`src/rtl/count_window_monitor_if.sv`:
```
// Signal bundle between a count producer (master) and count_window_monitor (slave).
// Carries the sampled count, threshold configuration and all monitor status outputs.
interface count_window_monitor_if #(
    parameter int N    = 8,
    parameter int WC_W = 4
);
    logic [N-1:0]    count;
    logic [N-1:0]    lo_thr;
    logic [N-1:0]    hi_thr;
    logic            clr;
    logic [1:0]      zone;
    logic            lo_evt;
    logic            hi_evt;
    logic            wrap_up;
    logic            wrap_dn;
    logic [WC_W-1:0] wrap_cnt;
    logic            cfg_err;

    modport master (
        output count, lo_thr, hi_thr, clr,
        input  zone, lo_evt, hi_evt, wrap_up, wrap_dn, wrap_cnt, cfg_err
    );

    modport slave (
        input  count, lo_thr, hi_thr, clr,
        output zone, lo_evt, hi_evt, wrap_up, wrap_dn, wrap_cnt, cfg_err
    );
endinterface

```
`src/rtl/count_window_monitor.sv`:
```
// Passive observer of an N-bit up/down counter: detects wrap-arounds (with a saturating
// tally) and tracks LOW/MID/HIGH threshold zones with hysteresis and entry pulses.
module count_window_monitor #(
    parameter int N    = 8,
    parameter int HYST = 2,
    parameter int WC_W = 4
) (
    input  logic                   clk,
    input  logic                   reset,
    count_window_monitor_if.slave  mon
);

    typedef enum logic [1:0] {
        ZONE_INIT = 2'b00,
        ZONE_LOW  = 2'b01,
        ZONE_MID  = 2'b10,
        ZONE_HIGH = 2'b11
    } zone_t;

    localparam logic [N-1:0]    CNT_MAX = {N{1'b1}};
    localparam logic [N-1:0]    HYST_N  = N'(HYST);
    localparam logic [WC_W-1:0] WC_MAX  = {WC_W{1'b1}};

    logic [N-1:0]    count_q;
    logic [N-1:0]    prev_q;
    logic [1:0]      smp_vld;

    zone_t           zone_q;
    zone_t           zone_d;
    logic            lo_evt_q, lo_evt_d;
    logic            hi_evt_q, hi_evt_d;
    logic            wrap_up_q, wrap_up_d;
    logic            wrap_dn_q, wrap_dn_d;
    logic [WC_W-1:0] wrap_cnt_q, wrap_cnt_d;
    logic            cfg_err_q;
    logic            cfg_now;
    logic [N-1:0]    hi_exit;
    logic [N-1:0]    lo_exit;
    logic            pair_vld;

    // Stage 1: sample the counter and remember the previous sample; smp_vld fills
    // with ones so the (prev_q, count_q) pair is trusted only once both are real samples.
    always_ff @(posedge clk or negedge reset) begin
        if (!reset) begin
            count_q <= '0;
            prev_q  <= '0;
            smp_vld <= 2'b00;
        end else begin
            count_q <= mon.count;
            prev_q  <= count_q;
            smp_vld <= {smp_vld[0], 1'b1};
        end
    end

    assign pair_vld = (smp_vld == 2'b11);
    assign cfg_now  = (mon.lo_thr >= mon.hi_thr);

    // Hysteresis exit points, clamped so they never wrap around the count range.
    always_comb begin
        hi_exit = (mon.hi_thr > HYST_N) ? (mon.hi_thr - HYST_N) : '0;
        lo_exit = (mon.lo_thr > (CNT_MAX - HYST_N)) ? CNT_MAX : (mon.lo_thr + HYST_N);
    end

    always_comb begin
        wrap_up_d  = pair_vld && (prev_q == CNT_MAX) && (count_q == '0);
        wrap_dn_d  = pair_vld && (prev_q == '0) && (count_q == CNT_MAX);
        wrap_cnt_d = wrap_cnt_q;
        if (mon.clr) begin
            wrap_cnt_d = '0;
        end else if ((wrap_up_d || wrap_dn_d) && (wrap_cnt_q != WC_MAX)) begin
            wrap_cnt_d = wrap_cnt_q + WC_W'(1);
        end
    end

    // Zone FSM next state; a bad threshold pair parks it in INIT so it reclassifies later.
    always_comb begin
        zone_d   = zone_q;
        lo_evt_d = 1'b0;
        hi_evt_d = 1'b0;
        if (cfg_now) begin
            zone_d = ZONE_INIT;
        end else if (pair_vld) begin
            case (zone_q)
                ZONE_INIT: begin
                    if (count_q >= mon.hi_thr)      zone_d = ZONE_HIGH;
                    else if (count_q <= mon.lo_thr) zone_d = ZONE_LOW;
                    else                            zone_d = ZONE_MID;
                end
                ZONE_MID: begin
                    if (count_q >= mon.hi_thr)      zone_d = ZONE_HIGH;
                    else if (count_q <= mon.lo_thr) zone_d = ZONE_LOW;
                end
                ZONE_HIGH: begin
                    if (count_q <= mon.lo_thr)      zone_d = ZONE_LOW;
                    else if (count_q < hi_exit)     zone_d = ZONE_MID;
                end
                ZONE_LOW: begin
                    if (count_q >= mon.hi_thr)      zone_d = ZONE_HIGH;
                    else if (count_q > lo_exit)     zone_d = ZONE_MID;
                end
                default: zone_d = ZONE_INIT;
            endcase
            lo_evt_d = (zone_d == ZONE_LOW)  && (zone_q != ZONE_LOW);
            hi_evt_d = (zone_d == ZONE_HIGH) && (zone_q != ZONE_HIGH);
        end
    end

    always_ff @(posedge clk or negedge reset) begin
        if (!reset) begin
            zone_q <= ZONE_INIT;
        end else begin
            zone_q <= zone_d;
        end
    end

    // Stage 2: every status output is registered.
    always_ff @(posedge clk or negedge reset) begin
        if (!reset) begin
            lo_evt_q   <= 1'b0;
            hi_evt_q   <= 1'b0;
            wrap_up_q  <= 1'b0;
            wrap_dn_q  <= 1'b0;
            wrap_cnt_q <= '0;
            cfg_err_q  <= 1'b0;
        end else begin
            lo_evt_q   <= lo_evt_d;
            hi_evt_q   <= hi_evt_d;
            wrap_up_q  <= wrap_up_d;
            wrap_dn_q  <= wrap_dn_d;
            wrap_cnt_q <= wrap_cnt_d;
            cfg_err_q  <= cfg_now;
        end
    end

    assign mon.zone     = zone_q;
    assign mon.lo_evt   = lo_evt_q;
    assign mon.hi_evt   = hi_evt_q;
    assign mon.wrap_up  = wrap_up_q;
    assign mon.wrap_dn  = wrap_dn_q;
    assign mon.wrap_cnt = wrap_cnt_q;
    assign mon.cfg_err  = cfg_err_q;

endmodule

```
`src/flat_wrapper.sv`:
```
// flat-port wrapper written by rule: the top's interface ports become plain ports
module count_window_monitor_flat 
#(
    parameter int N    = 8,
    parameter int HYST = 2,
    parameter int WC_W = 4
)
  (clk, reset, mon_count, mon_lo_thr, mon_hi_thr, mon_clr, mon_zone, mon_lo_evt, mon_hi_evt, mon_wrap_up, mon_wrap_dn, mon_wrap_cnt, mon_cfg_err);
  count_window_monitor_if #(.N(N), .WC_W(WC_W)) mon_i ();
  input  logic clk;
  input  logic reset;
  input wire logic [$bits(mon_i.count)-1:0] mon_count;
  input wire logic [$bits(mon_i.lo_thr)-1:0] mon_lo_thr;
  input wire logic [$bits(mon_i.hi_thr)-1:0] mon_hi_thr;
  input wire logic [$bits(mon_i.clr)-1:0] mon_clr;
  output wire logic [$bits(mon_i.zone)-1:0] mon_zone;
  output wire logic [$bits(mon_i.lo_evt)-1:0] mon_lo_evt;
  output wire logic [$bits(mon_i.hi_evt)-1:0] mon_hi_evt;
  output wire logic [$bits(mon_i.wrap_up)-1:0] mon_wrap_up;
  output wire logic [$bits(mon_i.wrap_dn)-1:0] mon_wrap_dn;
  output wire logic [$bits(mon_i.wrap_cnt)-1:0] mon_wrap_cnt;
  output wire logic [$bits(mon_i.cfg_err)-1:0] mon_cfg_err;
  assign mon_i.count = mon_count;
  assign mon_i.lo_thr = mon_lo_thr;
  assign mon_i.hi_thr = mon_hi_thr;
  assign mon_i.clr = mon_clr;
  assign mon_zone = mon_i.zone;
  assign mon_lo_evt = mon_i.lo_evt;
  assign mon_hi_evt = mon_i.hi_evt;
  assign mon_wrap_up = mon_i.wrap_up;
  assign mon_wrap_dn = mon_i.wrap_dn;
  assign mon_wrap_cnt = mon_i.wrap_cnt;
  assign mon_cfg_err = mon_i.cfg_err;
  count_window_monitor #(.N(N), .HYST(HYST), .WC_W(WC_W)) u_core (.clk(clk), .reset(reset), .mon(mon_i));
endmodule
```
`config.mk`:
```
export PLATFORM = sky130hd
export DESIGN_NAME = count_window_monitor_flat
export DESIGN_NICKNAME = d
export VERILOG_FILES = /design/src/rtl/count_window_monitor_if.sv /design/src/rtl/count_window_monitor.sv /design/src/flat_wrapper.sv
export SDC_FILE = /design/constraint.sdc
export NUM_CORES = 1
export LEC_CHECK = 0
export ABC_CLOCK_PERIOD_IN_PS = 6200
export BUFFER_PORTS_ARGS = -buffer_cell sky130_fd_sc_hd__buf_2
export CAP_MARGIN = 20
export CELL_PAD_IN_SITES_DETAIL_PLACEMENT = 0
export CELL_PAD_IN_SITES_GLOBAL_PLACEMENT = 1
export CORE_MARGIN = 2
export CORE_UTILIZATION = 35
export CTS_CLUSTER_SIZE = 40
export DETAILED_ROUTE_END_ITERATION = 8
export PLACE_DENSITY = 0.71
export SYNTH_ARGS = -nofsm -noshare
export SYNTH_HDL_FRONTEND = slang
export SYNTH_SLANG_ARGS = --single-unit
```
`constraint.sdc`:
```
create_clock -name clk -period 6.2 [get_ports clk]
set_input_delay 0.31 -clock clk [delete_from_list [all_inputs] [get_ports clk]]
set_output_delay 0.31 -clock clk [all_outputs]
set_load 0.03 [all_outputs]
```
==> metrics.csv <==
stage;metric;value;unit
critical_path;CP peak stage delay;310;ps
timing;relative slew slack;59.4;%
critical_path;Worst setup SP type;primary input;
synth;sequential area share after synthesis;33.9;%
place;dpl cell area;0.00242;mm²
synth;Synth area leader;dfrtp_1;
detailed_routing;DR vias/cell;5.19;
critical_path;worst path required time;6360;ps
cells_and_area;commonest cells after routing, fill and taps aside;ha_1 (42), buf_2 (37), dfrtp_1 (29);
critical_path;Crit Path Class;primary input to register;
clock_network;worst-skew pair later-pin latency;270;ps
global_routing;initial antenna violation count;0;
die;row count;28;
detailed_routing;Routed WL per cell;14.0;µm
detailed_routing;# DRC;0;
global_routing;grt ovf;0;
power;PwrDens;209;mW/mm²
die;Die W;82.2;µm
cells_and_area;post-route insts no fill;343;
synth;Syn Inst Count;223;
cells_and_area;Area growth syn-to-layout;18.6;%
synth;Synth top area share;33.9;%
place;Placed Cells;335;
die;Core Footprint;0.00592;mm²
timing;clock skew;4.09;ps
place;I/O Buffers;37;
synth;Post-synth ARST share;100;%
power;maximum VDD drop;0.138;mV
clock_network;Clock transition at path regs;60;ps
cells_and_area;final instance area;0.00254;mm²
critical_path;CP Cell Sequence;buf_2 > inv_1 > ha_1 > nand3_1 > xnor2_1 > nand2_1 > ha_1 > a211oi_1 > o21ai_0 > or3_1 > o221a_2 > a211oi_1 > nor3_1;
synth;yosys warns;0;
synth;EDFF count, synth;0;
die;Initial Util;36.2;%
detailed_routing;Routed Wire Length;4810;µm
detailed_routing;Via Count;1781;
power;Total Power;531;µW
cells_and_area;diodes inserted;0;
clock_network;H-tree levels;2;
timing;Worst Tran Pin Value;609;ps
clock_network;# hold bufs at CTS;0;
synth;Syn Area/Cell;9.61;µm²
timing;Min Clock Period, post-route;2530;ps
worst_hold_path;worst hold path class;primary input to asynchronous set/reset pin;
place;GPL Wtd Cong;0.817;
status;status;completed;
synth;ys flop type;dfrtp_1;
clock_network;clock tree sinks;29;
synth;Synth area leaders;dfrtp_1 (34%), ha_1 (25%), o21ai_0 (3.3%), nand3_1 (3.0%), inv_1 (2.8%);
global_routing;vias in the first global route;1692;
critical_path;CP Max Fanout;5;
cells_and_area;area occupied by multi-input gates;0.00136;mm²
critical_path;Critical Path End Type;register;
cells_and_area;register area;726;µm²
job;number of max-cap violations;0;
cells_and_area;# fillers;601;
critical_path;CP max-delay cell;ha_1;
power;LEAKAGE;0.00127;µW
timing;Final Cycle Share;40.8;%
critical_path;critical path's top delay family;compound AO/OA/AOI/OAI gates;
timing;Slew Viols, Final;0;
synth;Distinct cells, synth;42;
clock_network;clock tree buffer depth;2;
timing;Final Hold Viols;0;
global_routing;first-pass GRT wire length;8070;µm
cells_and_area;Layout Nets;336;
clock_network;CTS Root Buffer Type;clkbuf_8;
timing;Max Clock Freq;396;MHz
die;Die ar.;0.00676;mm²
clock_network;post-cts resize count;0;
die;io pins;38;
place;Post-DP HPWL;3880;µm
critical_path;sum of buffers and inverters on the critical path;2;
timing;post-route setup TNS;0;ps
detailed_routing;total iterations of the first detailed-routing run;4;
clock_network;total CTS buffers;5;
die;Die H;82.2;µm
cells_and_area;most common cell after layout, fill and taps aside;ha_1;
timing;RSZ-0062 raised after global routing;false;
synth;syn_nets;292;
timing;Final setup viols;0;
cells_and_area;layout cell share with drive strength beyond 1;19.8;%
detailed_routing;initial DRC count;52;
synth;mapped cell area;0.00214;mm²
detailed_routing;Detail Route Antenna Nets;0;
clock_network;Post-CTS Setup Repair Bufs;0;
critical_path;critical path arrival;2680;ps
clock_network;CTS tree;built;
global_routing;largest net degree at the start of global routing;30;
synth;Yosys reg bits;29;
global_routing;overall routing resource usage;15.8;%
## logic make-up after synthesis
group / Yosys count / synth area share, %
and+or+nand+nor: 75 / 19.8
AOI/OAI and AO/OA: 52 / 15.4
muxes: 2 / 0.993
buffers and inverters: 16 / 2.80
DFF: 29 / 33.9
adders and majority gates: 42 / 24.5
xor gates and xnor gates: 6 / 2.45
other: 1 / 0.175
## path summary, 6_finish.rpt
kind,from,end,slack [ps],cells past startpoint
max reg2reg,u_core.count_q[5],u_core.mon.zone[0],4020,7
min in group clk,mon_count[6],u_core.count_q[6],140,1
max,mon_hi_thr[1],u_core.mon.zone[0],3670,13
max in group asynchronous,reset,u_core.count_q[7],5760,1
min,reset,u_core.mon.zone[1],40,1
min reg2reg,u_core.smp_vld[0],u_core.smp_vld[1],490,0
## area by class of cell
cell class,instances,share of cell area [%]
Inverter,16,2.36
Sequential cell,29,28.6
Clock inverter,2,1.48
Tap cell,75,3.69
Multi-Input combinational cell,178,53.4
Timing Repair Buffer,37,7.29
Clock buffer,6,3.25
## power by group
| part | switching, µW | internal [µW] | total, µW |
|---|---|---|---|
| registers | 14.0 | 200 | 214 |
| logic | 67.5 | 50.9 | 118 |
| clock network | 68.2 | 130 | 199 |
## metrics by stage
stage	hold slack, ps	worst slack (ps)	utilization [%]
3_3_place_gp	360	3410	40.9
4_1_cts	65.1	3670	42.9
3_5_place_dp	371	3380	40.9
6_report	42.1	3670	42.9
5_1_grt	85.0	3350	42.9
2_1_floorplan	14.4	3690	-
## Yosys cell counts, drive strengths merged, types with 5 or more instances
cell    instances
nand4           7
nor4            6
inv            16
a31oi           6
nand3          13
nand2           9
a21oi          11
ha             42
nor2b           5
a211oi          5
dfrtp          29
nor2           15
o21ai          15
## metal layers
metal  up-vias  global-route usage, %  share of wire (%)
met5         -                      0                  0
met4         0                   2.00               0.21
met3         2                   3.59                3.3
met2        26                   26.3                 47
met1       825                   21.5                 49
li1        928                      -                  -
## worst reg2reg max path, delay by kind of cell, from the launching register on
kind	cells	cell delay, ps
simple gates	2	380
compound gates	4	830
flops	1	490
fa+ha+maj	1	350
## sequential cells by signal, indices dropped and copies added (netlist names)
signal and cells:
u_core.count_q 8, u_core.mon.cfg_err 1, u_core.mon.hi_evt 1, u_core.mon.lo_evt 1
u_core.mon.wrap_cnt 4, u_core.mon.wrap_dn 1, u_core.mon.wrap_up 1, u_core.mon.zone 2
u_core.prev_q 8, u_core.smp_vld 2
(Power assumes the default switching activity.)
